[config.mk]
export PLATFORM = sky130hd
export DESIGN_NAME = rca_nibble_sched_flat
export DESIGN_NICKNAME = d
export VERILOG_FILES = /design/src/rtl/rca_nibble_sched_if.sv /design/src/rtl/rca_nibble_sched.sv /design/src/flat_wrapper.sv
export SDC_FILE = /design/constraint.sdc
export NUM_CORES = 1
export LEC_CHECK = 0
export ABC_AREA = 1
export CORE_MARGIN = 2
export CORE_UTILIZATION = 45
export DETAILED_ROUTE_END_ITERATION = 7
export DONT_BUFFER_PORTS = 1
export GPL_TIMING_DRIVEN = 0
export PLACE_DENSITY = 0.66
export SETUP_SLACK_MARGIN = 0.2
export SLEW_MARGIN = 40
export SYNTH_ARGS = -nofsm -noshare
export SYNTH_HDL_FRONTEND = slang
export SYNTH_SLANG_ARGS = --single-unit
[constraint.sdc]
create_clock -name clk -period 1.9 [get_ports clk]
set_input_delay 0.38 -clock clk [delete_from_list [all_inputs] [get_ports clk]]
set_output_delay 0.38 -clock clk [all_outputs]
set_load 0.02 [all_outputs]
[src/rtl/rca_nibble_sched_if.sv]
// rtl/rca_nibble_sched_if.sv - requester and response bundle for the nibble-serial add scheduler
interface rca_nibble_sched_if #(
  parameter int NIBBLES = 4
);
  localparam int WIDTH = 4 * NIBBLES;

  logic             req0_valid;
  logic [WIDTH-1:0] req0_a;
  logic [WIDTH-1:0] req0_b;
  logic             req0_cin;
  logic             req0_ready;

  logic             req1_valid;
  logic [WIDTH-1:0] req1_a;
  logic [WIDTH-1:0] req1_b;
  logic             req1_cin;
  logic             req1_ready;

  logic             rsp_valid;
  logic             rsp_ready;
  logic [WIDTH-1:0] rsp_sum;
  logic             rsp_cout;
  logic             rsp_id;

  // Requesters and response consumer side
  modport master (
    output req0_valid, req0_a, req0_b, req0_cin,
    output req1_valid, req1_a, req1_b, req1_cin,
    output rsp_ready,
    input  req0_ready, req1_ready,
    input  rsp_valid, rsp_sum, rsp_cout, rsp_id
  );

  // Scheduler side
  modport slave (
    input  req0_valid, req0_a, req0_b, req0_cin,
    input  req1_valid, req1_a, req1_b, req1_cin,
    input  rsp_ready,
    output req0_ready, req1_ready,
    output rsp_valid, rsp_sum, rsp_cout, rsp_id
  );
endinterface

[src/rtl/rca_nibble_sched.sv]
// rtl/rca_nibble_sched.sv - round-robin scheduler driving a shared 4-bit adder nibble-serially
module rca_nibble_sched #(
  parameter int NIBBLES = 4
) (
  input  logic                     clk,
  input  logic                     rst,
  rca_nibble_sched_if.slave        bus,
  output logic [3:0]               rca_a,
  output logic [3:0]               rca_b,
  output logic                     rca_cin,
  input  logic [3:0]               rca_s,
  input  logic                     rca_cout
);
  localparam int WIDTH = 4 * NIBBLES;
  localparam int IW    = (NIBBLES > 1) ? $clog2(NIBBLES) : 1;
  localparam logic [IW-1:0] LAST_IDX = IW'(NIBBLES - 1);

  typedef enum logic [1:0] {
    IDLE = 2'd0,
    ADD  = 2'd1,
    RESP = 2'd2
  } state_t;

  state_t           state_q, state_d;
  logic             prio_q, prio_d;
  logic [IW-1:0]    idx_q, idx_d;
  logic             carry_q, carry_d;
  logic [WIDTH-1:0] a_q, a_d;
  logic [WIDTH-1:0] b_q, b_d;
  logic [WIDTH-1:0] sum_q, sum_d;
  logic             id_q, id_d;
  logic             rsp_valid_q, rsp_valid_d;

  logic grant0, grant1;

  // Round-robin grant; prio only breaks ties. Held off during reset so a ready
  // is never shown for a cycle whose acceptance reset would discard.
  always_comb begin
    grant0 = 1'b0;
    grant1 = 1'b0;
    if ((state_q == IDLE) && !rst) begin
      grant0 = bus.req0_valid && (!bus.req1_valid || (prio_q == 1'b0));
      grant1 = bus.req1_valid && (!bus.req0_valid || (prio_q == 1'b1));
    end
  end

  // Next-state: capture on grant, one nibble per ADD cycle, hold in RESP until taken
  always_comb begin
    state_d = state_q;
    prio_d  = prio_q;
    idx_d   = idx_q;
    carry_d = carry_q;
    a_d     = a_q;
    b_d     = b_q;
    sum_d   = sum_q;
    id_d    = id_q;
    case (state_q)
      IDLE: begin
        if (grant0 || grant1) begin
          state_d = ADD;
          id_d    = grant1;
          a_d     = grant1 ? bus.req1_a   : bus.req0_a;
          b_d     = grant1 ? bus.req1_b   : bus.req0_b;
          carry_d = grant1 ? bus.req1_cin : bus.req0_cin;
          idx_d   = '0;
        end
      end
      ADD: begin
        sum_d[4*idx_q +: 4] = rca_s;
        carry_d             = rca_cout;
        if (idx_q == LAST_IDX) begin
          state_d = RESP;
        end else begin
          idx_d = idx_q + IW'(1);
        end
      end
      RESP: begin
        if (bus.rsp_ready) begin
          state_d = IDLE;
          prio_d  = ~id_q;
        end
      end
      default: state_d = IDLE;
    endcase
    rsp_valid_d = (state_d == RESP);
  end

  // State registers; reset wins over any transaction in flight
  always_ff @(posedge clk) begin
    if (rst) begin
      state_q     <= IDLE;
      prio_q      <= 1'b0;
      idx_q       <= '0;
      carry_q     <= 1'b0;
      a_q         <= '0;
      b_q         <= '0;
      sum_q       <= '0;
      id_q        <= 1'b0;
      rsp_valid_q <= 1'b0;
    end else begin
      state_q     <= state_d;
      prio_q      <= prio_d;
      idx_q       <= idx_d;
      carry_q     <= carry_d;
      a_q         <= a_d;
      b_q         <= b_d;
      sum_q       <= sum_d;
      id_q        <= id_d;
      rsp_valid_q <= rsp_valid_d;
    end
  end

  // Adder operands are only presented while walking the nibbles
  always_comb begin
    rca_a   = 4'd0;
    rca_b   = 4'd0;
    rca_cin = 1'b0;
    if (state_q == ADD) begin
      rca_a   = a_q[4*idx_q +: 4];
      rca_b   = b_q[4*idx_q +: 4];
      rca_cin = carry_q;
    end
  end

  assign bus.req0_ready = grant0;
  assign bus.req1_ready = grant1;
  assign bus.rsp_valid  = rsp_valid_q;
  assign bus.rsp_sum    = sum_q;
  assign bus.rsp_cout   = carry_q;
  assign bus.rsp_id     = id_q;
endmodule

[src/flat_wrapper.sv]
// flat-port wrapper written by rule: the top's interface ports become plain ports
module rca_nibble_sched_flat 
#(
  parameter int NIBBLES = 4
)
  (clk, rst, rca_a, rca_b, rca_cin, rca_s, rca_cout, bus_req0_valid, bus_req0_a, bus_req0_b, bus_req0_cin, bus_req1_valid, bus_req1_a, bus_req1_b, bus_req1_cin, bus_rsp_ready, bus_req0_ready, bus_req1_ready, bus_rsp_valid, bus_rsp_sum, bus_rsp_cout, bus_rsp_id);
  rca_nibble_sched_if #(.NIBBLES(NIBBLES)) bus_i ();
  input  logic clk;
  input  logic rst;
  output logic [3:0] rca_a;
  output logic [3:0] rca_b;
  output logic rca_cin;
  input  logic [3:0] rca_s;
  input  logic rca_cout;
  input wire logic [$bits(bus_i.req0_valid)-1:0] bus_req0_valid;
  input wire logic [$bits(bus_i.req0_a)-1:0] bus_req0_a;
  input wire logic [$bits(bus_i.req0_b)-1:0] bus_req0_b;
  input wire logic [$bits(bus_i.req0_cin)-1:0] bus_req0_cin;
  input wire logic [$bits(bus_i.req1_valid)-1:0] bus_req1_valid;
  input wire logic [$bits(bus_i.req1_a)-1:0] bus_req1_a;
  input wire logic [$bits(bus_i.req1_b)-1:0] bus_req1_b;
  input wire logic [$bits(bus_i.req1_cin)-1:0] bus_req1_cin;
  input wire logic [$bits(bus_i.rsp_ready)-1:0] bus_rsp_ready;
  output wire logic [$bits(bus_i.req0_ready)-1:0] bus_req0_ready;
  output wire logic [$bits(bus_i.req1_ready)-1:0] bus_req1_ready;
  output wire logic [$bits(bus_i.rsp_valid)-1:0] bus_rsp_valid;
  output wire logic [$bits(bus_i.rsp_sum)-1:0] bus_rsp_sum;
  output wire logic [$bits(bus_i.rsp_cout)-1:0] bus_rsp_cout;
  output wire logic [$bits(bus_i.rsp_id)-1:0] bus_rsp_id;
  assign bus_i.req0_valid = bus_req0_valid;
  assign bus_i.req0_a = bus_req0_a;
  assign bus_i.req0_b = bus_req0_b;
  assign bus_i.req0_cin = bus_req0_cin;
  assign bus_i.req1_valid = bus_req1_valid;
  assign bus_i.req1_a = bus_req1_a;
  assign bus_i.req1_b = bus_req1_b;
  assign bus_i.req1_cin = bus_req1_cin;
  assign bus_i.rsp_ready = bus_rsp_ready;
  assign bus_req0_ready = bus_i.req0_ready;
  assign bus_req1_ready = bus_i.req1_ready;
  assign bus_rsp_valid = bus_i.rsp_valid;
  assign bus_rsp_sum = bus_i.rsp_sum;
  assign bus_rsp_cout = bus_i.rsp_cout;
  assign bus_rsp_id = bus_i.rsp_id;
  rca_nibble_sched #(.NIBBLES(NIBBLES)) u_core (.clk(clk), .rst(rst), .bus(bus_i), .rca_a(rca_a), .rca_b(rca_b), .rca_cin(rca_cin), .rca_s(rca_s), .rca_cout(rca_cout));
endmodule
**Yosys cells after proc, flatten, opt, wreduce, memory -nomap -nowiden**

Index checks and enable logic that the tools add are counted.

- Add/subtract/negate cells: 2
- Equal/unequal tests: 6
- Shift-type cells: 4
- Muxes and demuxes: 18
- Bitwise logic cells: 2
- Reductions and logical operators: 15

Operators by type and width:

| operator | number |
|---|---|
| $neg 4->34 | 1 |
| $shift 4x34->16 const A | 1 |
| $shiftx 4x34->16 | 1 |
| $mux 16 | 2 |
| $shiftx 16x5->4 | 2 |
| $bwmux 16 | 1 |
| $mux 2 | 5 |
| $mux 4 | 2 |
| $eq 2x2->1 const B | 3 |
| $pmux 2 s3 | 1 |
| $reduce_and 2->1 | 3 |
| $mux 1 | 5 |
| $ne 2x2->1 const B | 2 |
| $pmux 2 s2 | 1 |
| $logic_and 1x1->1 | 3 |
| $logic_not 1->1 | 3 |
| $logic_or 1x1->1 | 3 |
| $reduce_and 3->1 | 1 |
| $add 2x1->2 const B | 1 |
| $eq 2x1->1 const B | 1 |
| $logic_not 2->1 | 1 |
| $not 1->1 | 2 |
| $pmux 1 s2 | 1 |
| $reduce_bool 2->1 | 1 |

- Register bits: 56
- Word-level logic and storage cells: 56

**Logic depth before layout (Yosys ltp)**

Gate-level depths: netlist of the first run.

- Depth after elaboration: 8
- Gate-level depth with buffers: 10
- Gate-level depth less buffers: 9

**Least setup slack after synthesis of the first run**

Ideal clock, no wire load.

- Path kind: register to output
- Start: reg u_core.idx_q[0]
- End: out rca_a[0]
- Arrival time: 1.371 ns
- Required time: 1.520 ns
- Path slack: 0.149 ns
- Stages on the path, launching flop included: 6
- Path buffers: 2
- Cells stage by stage: dfxtp_1 buf_2 inv_1 clkbuf_1 o21ai_0 a21oi_1

- Cells in the longest elaborated chain, start to end: 2

RTL lines:

| element | line | RTL |
|---|---|---|
| start, declared | rca_nibble_sched.sv:26 | `logic [IW-1:0] idx_q, idx_d;` |
| start signal, assigned | rca_nibble_sched.sv:103 | `idx_q <= idx_d;` |
| $shiftx 16x5->4 | rca_nibble_sched.sv:119 | `rca_a = a_q[4*idx_q +: 4];` |
| $mux 4 | rca_nibble_sched.sv:118 | `if (state_q == ADD) begin` |
| end, declared | flat_wrapper.sv:10 | `output logic [3:0] rca_a;` |

No other way between the ends.

**Worst setup path in the final report of the first run**

Ends and elaborated chain as after synthesis.

==> results of run 1 <==
[final cells by class]
| type | count | area, µm² | share of cell area |
|---|---|---|---|
| well taps | 77 | 96.3 | 0.0276 |
| clock inverters | 2 | 38.8 | 0.0111 |
| repair buffers | 8 | 67.6 | 0.0194 |
| plain buffers | 25 | 236 | 0.0679 |
| inverters | 18 | 82.6 | 0.0237 |
| clock buffers | 6 | 72.6 | 0.0208 |
| multi-input cells | 356 | 1760 | 0.506 |
| flip-flops and latches | 56 | 1130 | 0.323 |
[routing by layer]
layer  wire length (µm)  vias up
met2               3640       88
met3                444        8
met1               3500     1260
li1                   -     1479
met4                108        0
met5                  0        -
[final timing paths]
check | to | slack (ns) | cells after the start
setup / recovery | rca_a[0] | 0.12 | 5
hold / removal | u_core.bus.rsp_sum[10]$_SDFFE_PP0P_ | 0.23 | 2
setup reg to reg | u_core.bus.rsp_sum[11]$_SDFFE_PP0P_ | 0.30 | 9
hold reg to reg | u_core.prio_q$_SDFFE_PP0P_ | 0.47 | 2
[power by group through the flow]
stage               Sequential [mW]  Clock, mW  Combinational (mW)
finish                         1.29      0.800               0.503
global route                   1.30      0.868               0.569
CTS                            1.29      0.816               0.470
detailed placement             1.32          0               0.409
global placement               1.31          0               0.402
floorplan                      1.31          0               0.329
[cells in the final DEF (no fill, tap or decap), types with 6 or more instances in the layout]
cell,count
nor2_4,6
ha_1,6
inv_1,9
o21ai_0,10
a21oi_4,9
dfxtp_1,54
buf_6,6
inv_2,7
buf_4,13
o21ai_2,9
nor2_1,36
nand3_1,8
o21ai_1,7
nand2_1,196
a21oi_1,52
[flip-flops by register name, indices dropped and copies added (netlist names)]
signal / cells
u_core.a_q: 16
u_core.b_q: 16
u_core.bus.rsp_sum: 16
u_core.idx_q: 2
u_core.state_q: 2
u_core.bus.rsp_cout: 1
u_core.bus.rsp_id: 1
u_core.bus.rsp_valid: 1
u_core.prio_q: 1
[kinds of logic (layout without fill, tap and decap cells)]
logic type | after synthesis | in the layout
fa+ha+maj | 6 | 6
buf+inv | 43 | 59
compound gates | 90 | 90
flops | 56 | 56
simple gates | 260 | 260
[through the flow]
step,std cells,instance area [µm²],TNS (ns),utilization,hold slack (ns)
2_1_floorplan,455,2950,0,-,0.436
5_1_grt,548,3480,0,0.552,0.217
3_3_place_gp,532,3040,-2.54,0.482,0.445
6_report,548,3480,0,0.552,0.225
4_1_cts,544,3380,0,0.536,0.216
3_5_place_dp,532,3040,-3.08,0.482,0.456
[Yosys cell counts (4+ instances only)]
cell type  instances  area (µm²)
nand2_1          197         739
a21oi_1           62         310
dfxtp_1           56        1120
nor2_1            44         165
o21ai_0           26         130
inv_1             12        45.0
buf_2              8        40.0
buf_4              8        60.1
nand3_1            8        40.0
clkbuf_1           7        26.3
ha_1               6        75.1
inv_2              5        18.8
nand4_1            4        25.0
[worst max-delay path: stages (launching register included)]
cell,delay (ns)
dfxtp_2,0.34
buf_6,0.13
inv_4,0.10
buf_8,0.15
o21ai_1,0.12
a21oi_4,0.24
[what timing repair did]
action	CTS	global route
buffers inserted	4	3
endpoints found under the setup margin	27	26
gates cloned	0	1
resized for setup	61	23
pin swaps	7	8
==> run metrics, run 1 <==
leakage power about 1.4 nW; drt wl/cell ~14 µm; GP Congestion about 0.83; post-synthesis adder-cell area fraction 0.0258; Total Wirelength between 7 and 8 mm; vias about 2,800; crit end category output pin; Critical Path Start u_core.idx_q[0]$_SDFFE_PP0P_; vias per cell around 5.2; Final nets around 550; FF-to-FF Start u_core.idx_q[0]$_SDFFE_PP0P_; hold buffer count at CTS 0; Num CTS Buffers 5; Setup Slack @ Placement -0.203 ns; relative slew slack 0.658; Synth Instances around 460; Mean Syn Cell Area about 6.4 µm²; mapped cell area between 2000 and 3000 µm²; register bit total from synthesis between 50 and 60; antenna diode count 0; Final Slew Violations 0; worst-path fanout max 9; ys flop type dfxtp_1; deepest clock path buffer count 2; die area 7140 µm²; Post-synth EDFFs 0; Clock Skews just under 0.009 ns; largest net degree at the start of global routing 18; vias in the first global route roughly 2,700; register share of total power 0.498; share of layout cells above drive strength 1 0.172; Critical Path RT roughly 1.5 ns; Synth Area in XOR/XNOR 0; Clock Pin Slew Worst Setup and Hold Paths between 0.1 and 0.15 ns; Crit Path Class reg2out; Post-Syn Nets between 500 and 600; gr busiest metal met2; startpoint types flop; maximum VDD drop between 0.4 and 0.5 mV; Logic pwr share 0.194; Initial Util 0.462; power density cells between 700 and 800 nW/µm²; final worst setup slack around 0.12 ns; I/O pins about 110; clock power share 0.308; Post-DP HPWL between 5 and 6 mm; status finished, final reports clean; Simple-Gate Fraction of Synth Area 0.359; Die W between 80 and 90 µm; DR pass1 iterations 4; hold crit path type in2reg; Post-synth ARST share 0; final setup vio count 0; Die Height about 84 µm; Yosys cell types 24; worst hold start rca_s[2]; Overall Power 2.60 mW; DRC viols 0; # fillers between 600 and 700; Core ar. 6310 µm²; synth warn 0; post-synthesis mux area share 0; row cnt 29; Tcrit/Tclk final 0.934; Port Buf Inserts 0; met2 usage in global routing 0.361; met1 Track Usage GR 0.288; RSZ-0062 raised after global routing yes; CTS tree done; crit path DAT 1.40 ns; max-cap violation count 0; Synth Area in Compound Gates 0.159; worst slew pin tran between 0.5 and 0.6 ns; Hold Vio Cnt, Final 0; sw frac 0.298; total grt overflow 0; Int Pwr about 1.8 mW; initial antenna violation count 0; Detailed Route Iter0 Violations roughly 180; Max Fclk 563 MHz; # H-tree levels 2; P&R area growth vs syn 19.5%; Tot GR Track Use 0.219; global-route wire length before repair 12.7 mm; Worst-Skew Late Latency ~0.31 ns; clock root buffer clkbuf_8; Tmin final 1.78 ns; GR Util met3 0.0492; antenna-violating nets left 0; Seq/Total Area, Yosys 0.385; Switch Pwr 0.774 mW; Sink Count 56; largest family of logic cells by synthesized area simple AND/OR/NAND/NOR gates
Note: power is estimated with default switching activity, not from simulation.
==> inputs of run 2 (changes only) <==
--- a/config.mk
+++ b/config.mk
@@ -6,7 +6,6 @@
 export NUM_CORES = 1
 export LEC_CHECK = 0
 export ABC_AREA = 1
-export CORE_MARGIN = 2
 export CORE_UTILIZATION = 45
 export DETAILED_ROUTE_END_ITERATION = 7
 export DONT_BUFFER_PORTS = 1
==> run 2 against run 1 <==
  * Final cell count down 0.55%
  * Total power down 4.6%
  * Clock-buffer cell count up 2
  * Highest routed layer unchanged
  * Design area down 0.47%
==> run metrics, run 2 (synthesis results as in run 1) <==
vias per cell 5.17 (-0.12%); most frequent cells in the layout 196 x nand2_1, 54 x dfxtp_1, 53 x a21oi_1; met1 Track Usage GR 0.290 (+0.00193); Total Wirelength 7.73 mm (+0.44%); hold buffer count at CTS 0 (unchanged); cell area after placement 3040 µm² (about the same); Num CTS Buffers 5 (unchanged); leakage power 1.43 nW (-0.53%); initial antenna violation count 0 (unchanged); hold crit path type in2reg; share of layout cells above drive strength 1 0.170 (-0.00176); Final Slew Violations 0 (unchanged); Hold Vio Cnt, Final 0 (unchanged); die area 6800 µm² (-4.7%); P&R area growth vs syn 19.0%; total grt overflow 0 (unchanged); sw frac 0.303 (+0.00509); final setup vio count 0 (unchanged); power density cells 714 nW/µm² (-4.1%); Clock Pin Slew Worst Setup and Hold Paths 0.10 ns (about the same); worst slew pin tran 0.544 ns (+0.0317 ns); Die Height 82.5 µm (-2.4%); Tot GR Track Use 0.238 (+0.0186); worst path cell trace buf_8 -> inv_4 -> clkbuf_16 -> o21ai_1 -> a21oi_4; GP Congestion 0.860 (+3.1%); Detailed Route Iter0 Violations 144 (-22%); worst-path fanout max 12 (+3); Final nets 551 (-0.18%); slowest cell delay on critical path 0.36 ns (+0.02 ns); Clock Skews 0.00709 ns (-0.00159 ns); relative slew slack 0.637 (-0.0211); largest net degree at the start of global routing 16 (-2); drt wl/cell 14.2 µm (+0.99%); global-route wire length before repair 12.3 mm (-3.0%); deepest clock path buffer count 2 (unchanged); Critical Path Slowest Stage Cell dfxtp_4; Crit Path Class reg2out; clock root buffer clkbuf_8; # H-tree levels 2 (unchanged); RSZ-0062 raised after global routing yes; vias in the first global route 2,725 (+0.33%); final worst setup slack 0.101 ns (-0.0230 ns); Logic pwr share 0.206 (+0.012); max-cap violation count 0 (unchanged); crit path DAT 1.42 ns (+0.02 ns); met2 usage in global routing 0.426 (+0.0648); clock power share 0.272 (-0.036); commonest non-fill, non-tap cell in the layout nand2_1; crit end category output pin; hold slack 0.228 ns (+0.00245 ns); cell area after layout 3470 µm² (-0.47%); DR pass1 iterations 4 (unchanged); Initial Util 0.478 (+0.0165); Worst-Skew Late Latency 0.31 ns (about the same); I/O pins 106 (unchanged); WP buf/inv 3 (unchanged); Max Fclk 556 MHz (-1.3%); Port Buf Inserts 0 (unchanged); Critical Path RT 1.52 ns (about the same); maximum VDD drop 0.401 mV (-15%); GR Util met3 0.0527 (+0.00358); Core ar. 6100 µm² (-3.4%); register share of total power 0.522 (+0.024); status finished, final reports clean; Sink Count 56 (unchanged); Tcrit/Tclk final 0.947 (+0.0121); gr busiest metal met2; CTS tree done; DRC viols 0 (unchanged); Post-DP HPWL 5.57 mm (+0.62%); Int Pwr 1.73 mW (-5.3%); Setup Slack @ Placement -0.208 ns (-0.00528 ns); Overall Power 2.48 mW (-4.6%); vias 2,816 (-0.67%); startpoint types flop; Die W 82.5 µm (-2.4%); Final Core Density 0.569 (+0.0170); row cnt 28 (-3.4%); Switch Pwr 0.752 mW (-2.9%); Tmin final 1.80 ns (+0.0230 ns); CP top delay family compound AO/OA/AOI/OAI gates; antenna diode count 0 (unchanged); antenna-violating nets left 0 (unchanged)
-- run 2: cell types whose count changed in the layout (fill, tap and decap cells not counted), sizes merged --
cell	delta
bufinv	-1
clkbuf	+2
inv	-1
buf	-1
-- run 2: path summary, 6_finish.rpt --
path | start | endpoint | slack, ns | depth (start not counted)
setup / recovery | u_core.idx_q[0]$_SDFFE_PP0P_ | rca_b[2] | 0.10 | 5
setup reg to reg | u_core.idx_q[0]$_SDFFE_PP0P_ | u_core.bus.rsp_sum[11]$_SDFFE_PP0P_ | 0.29 | 9
hold / removal | rca_s[3] | u_core.bus.rsp_sum[3]$_SDFFE_PP0P_ | 0.23 | 2
hold reg to reg | u_core.b_q[0]$_SDFFE_PP0P_ | u_core.b_q[0]$_SDFFE_PP0P_ | 0.47 | 2
-- run 2: timing repair --
item / 4_1_cts / 5_1_grt
setup endpoints to repair: 27 / 24
buffers inserted: 6 / 0
resized for setup: 61 / 25
gates cloned: 1 / 0
pin swaps: 9 / 7
-- run 2: final cells by class --
| cell class | instances | area (µm²) |
|---|---|---|
| plain buffers | 25 | 236 |
| clock buffers | 8 | 90.1 |
| fillers | 629 | 2630 |
| inverters | 18 | 82.6 |
| multi-input cells | 356 | 1760 |
| flip-flops and latches | 56 | 1130 |
| well taps | 75 | 93.8 |
| repair buffers | 7 | 76.3 |
-- run 2: power by group through the flow --
stage | Sequential [mW] | Combinational (mW) | Clock (mW)
2_1_floorplan | 1.31 | 0.329 | 0
3_3_place_gp | 1.31 | 0.401 | 0
3_5_place_dp | 1.32 | 0.409 | 0
4_1_cts | 1.29 | 0.486 | 0.692
5_1_grt | 1.30 | 0.570 | 0.733
6_report | 1.29 | 0.510 | 0.675
-- run 2: routing by layer --
| layer | vias up | part of all wire |
|---|---|---|
| met2 | 78 | 0.48 |
| met3 | 9 | 0.060 |
| li1 | 1470 | - |
| met1 | 1259 | 0.45 |
| met5 | - | 0 |
| met4 | 0 | 0.0088 |
-- run 2: per-stage QoR --
stage | setup TNS (ns) | cells
final | 0 | 545
after global routing | 0 | 545
after CTS | 0 | 545
after detailed placement | -3.66 | 530
after global placement | -2.38 | 530
after floorplan | 0 | 455
==> inputs of run 3 (changes only) <==
--- a/config.mk
+++ b/config.mk
@@ -6,12 +6,14 @@
 export NUM_CORES = 1
 export LEC_CHECK = 0
 export ABC_AREA = 1
+export CAP_MARGIN = 15
 export CORE_UTILIZATION = 45
 export DETAILED_ROUTE_END_ITERATION = 7
 export DONT_BUFFER_PORTS = 1
 export GPL_TIMING_DRIVEN = 0
 export PLACE_DENSITY = 0.66
-export SETUP_SLACK_MARGIN = 0.2
+export SETUP_SLACK_MARGIN = 0.1
+export SKIP_CTS_REPAIR_TIMING = 1
 export SLEW_MARGIN = 40
 export SYNTH_ARGS = -nofsm -noshare
 export SYNTH_HDL_FRONTEND = slang
==> run 3 against run 2 <==
  * Via count is 0.75% lower
  * First-iteration DRC count is 12% lower
  * Die area stayed put
  * Critical endpoint is now rca_a[1]
  * Largest power group unchanged
==> run metrics, run 3 (synthesis results as in run 1) <==
Crit Path Class reg2out; Total Wirelength 7.75 mm (+0.18%); Finished Layout Cells 547 (+0.37%); Die Height 82.5 µm (unchanged); Port Buf Inserts 0 (unchanged); initial antenna violation count 0 (unchanged); RSZ-0062 raised after global routing yes; relative slew slack 0.662 (+0.0245); Core ar. 6100 µm² (unchanged); clock root buffer clkbuf_8; total grt overflow 0 (unchanged); Final Core Density 0.566 (-0.00267); die area 6800 µm² (unchanged); number of cells on the worst reg-to-reg path 8 (-1); Worst-Skew Late Latency 0.31 ns (about the same); Critical Path Start u_core.idx_q[0]$_SDFFE_PP0P_; clock power share 0.305 (+0.033); crit path DAT 1.50 ns (+0.08 ns); drt wl/cell 14.2 µm (-0.19%); Logic pwr share 0.191 (-0.015); Num CTS Buffers 5 (unchanged); hold crit path type in2reg; Clock Skews 0.00886 ns (+0.00176 ns); vias per cell 5.11 (-1.1%); CTS tree done; vias 2,795 (-0.75%); most frequent cells in the layout 197 x nand2_1, 54 x a21oi_1, 54 x dfxtp_1; startpoint types flop; deepest clock path buffer count 2 (unchanged); Int Pwr 1.80 mW (+4.5%); commonest non-fill, non-tap cell in the layout nand2_1; I/O pins 106 (unchanged); cell area after placement 3010 µm² (-1.0%); Initial Util 0.478 (unchanged); crit end category output pin; leakage power 1.42 nW (-0.17%); worst-path fanout max 7 (-5); vias in the first global route 2,548 (-6.5%); row cnt 28 (unchanged); DRC viols 0 (unchanged); largest net degree at the start of global routing 17 (+1); WHS Path Cells 2 (unchanged); placed insts 530 (unchanged); max-cap violation count 0 (unchanged); DR pass1 iterations 4 (unchanged); status finished, final reports clean; # fillers 624 (-0.79%); R2R Path End u_core.bus.rsp_sum[0]$_SDFFE_PP0P_; final setup vio count 0 (unchanged); worst hold start rca_s[1]; Clock Pin Slew Worst Setup and Hold Paths 0.10 ns (about the same); Tmin final 1.88 ns (+0.0822 ns); cell area after layout 3450 µm² (-0.47%); WHS Endpoint u_core.bus.rsp_sum[1]$_SDFFE_PP0P_; Switch Pwr 0.757 mW (+0.64%); GP Congestion 0.847 (-1.6%); Max Fclk 532 MHz (-4.4%); Critical Path RT 1.52 ns (about the same); antenna diode count 0 (unchanged); Sink Count 56 (unchanged); Final Slew Violations 0 (unchanged); maximum VDD drop 0.387 mV (-3.5%); Detailed Route Iter0 Violations 127 (-12%); FF-to-FF Start u_core.idx_q[0]$_SDFFE_PP0P_; Post-DP HPWL 5.42 mm (-2.7%); sw frac 0.295 (-0.00797); power density cells 742 nW/µm² (+3.8%); Tcrit/Tclk final 0.990 (+0.0433); # H-tree levels 2 (unchanged); flop-to-flop setup slack 0.19 ns (-0.10 ns); Final nets 553 (+0.36%); antenna-violating nets left 0 (unchanged); Die W 82.5 µm (unchanged); global-route wire length before repair 11.5 mm (-6.8%); share of layout cells above drive strength 1 0.169 (-0.000721); worst slew pin tran 0.508 ns (-0.0368 ns); Hold Vio Cnt, Final 0 (unchanged); Tot GR Track Use 0.224 (-0.0143); register share of total power 0.504 (-0.018); P&R area growth vs syn 18.4%
-- run 3: cell count changes in the layout (fill, tap and decap cells not counted), moves of 2 or more --
cell / previous run / this run
nor2_4: 6 / 4
buf_12: 1 / 3
nor2_2: 5 / 8
clkinvlp_4: 0 / 2
o21ai_1: 7 / 5
o21ai_0: 10 / 13
-- run 3: worst max-delay path: stages (launching register included) --
cell	delay (ns)
dfxtp_4	0.39
buf_8	0.15
inv_4	0.07
buf_6	0.13
o21ai_0	0.30
a21oi_4	0.14
-- run 3: worst max-delay path by stage --
stage,endpoint,slack [ns]
floorplan,rca_a[0],0.15
global placement,rca_b[1],-0.28
detailed placement,rca_b[1],-0.28
CTS,rca_b[1],-0.65
global route,rca_b[1],-0.04
finish,rca_a[1],0.02
-- run 3: power by group through the flow --
stage / sequential [mW] / clock (mW) / combinational, mW
2_1_floorplan: 1.31 / 0 / 0.320
3_3_place_gp: 1.31 / 0 / 0.393
3_5_place_dp: 1.32 / 0 / 0.399
4_1_cts: 1.29 / 0.795 / 0.401
5_1_grt: 1.30 / 0.828 / 0.546
6_report: 1.29 / 0.781 / 0.488
-- run 3: stage by stage --
| stage | hold slack [ns] | power [mW] | setup WS, ns | TNS [ns] |
|---|---|---|---|---|
| 2_1_floorplan | 0.436 | 1.63 | 0.149 | 0 |
| 3_3_place_gp | 0.447 | 1.71 | -0.275 | -4.35 |
| 3_5_place_dp | 0.450 | 1.71 | -0.285 | -5.00 |
| 4_1_cts | 0.224 | 2.48 | -0.647 | -8.70 |
| 5_1_grt | 0.221 | 2.67 | -0.0373 | -0.142 |
| 6_report | 0.225 | 2.56 | 0.0193 | 0 |
-- run 3: cell type report --
cell class / count / area, µm² / area share
multi-input cells: 356 / 1740 / 0.504
repair buffers: 8 / 90.1 / 0.0261
well taps: 75 / 93.8 / 0.0272
inverters: 18 / 73.8 / 0.0214
plain buffers: 25 / 210 / 0.0609
clock buffers: 6 / 72.6 / 0.0210
repair inverters: 1 / 7.51 / 0.00217
flip-flops and latches: 56 / 1130 / 0.327
clock inverters: 2 / 35.0 / 0.0101
-- run 3: metal layers --
metal / track usage / share of wire / vias to the layer above
li1: - / - / 1482
met1: 0.270 / 0.45 / 1222
met2: 0.388 / 0.48 / 82
met3: 0.0560 / 0.060 / 9
met4: 0.0707 / 0.013 / 0
met5: 0 / 0 / -
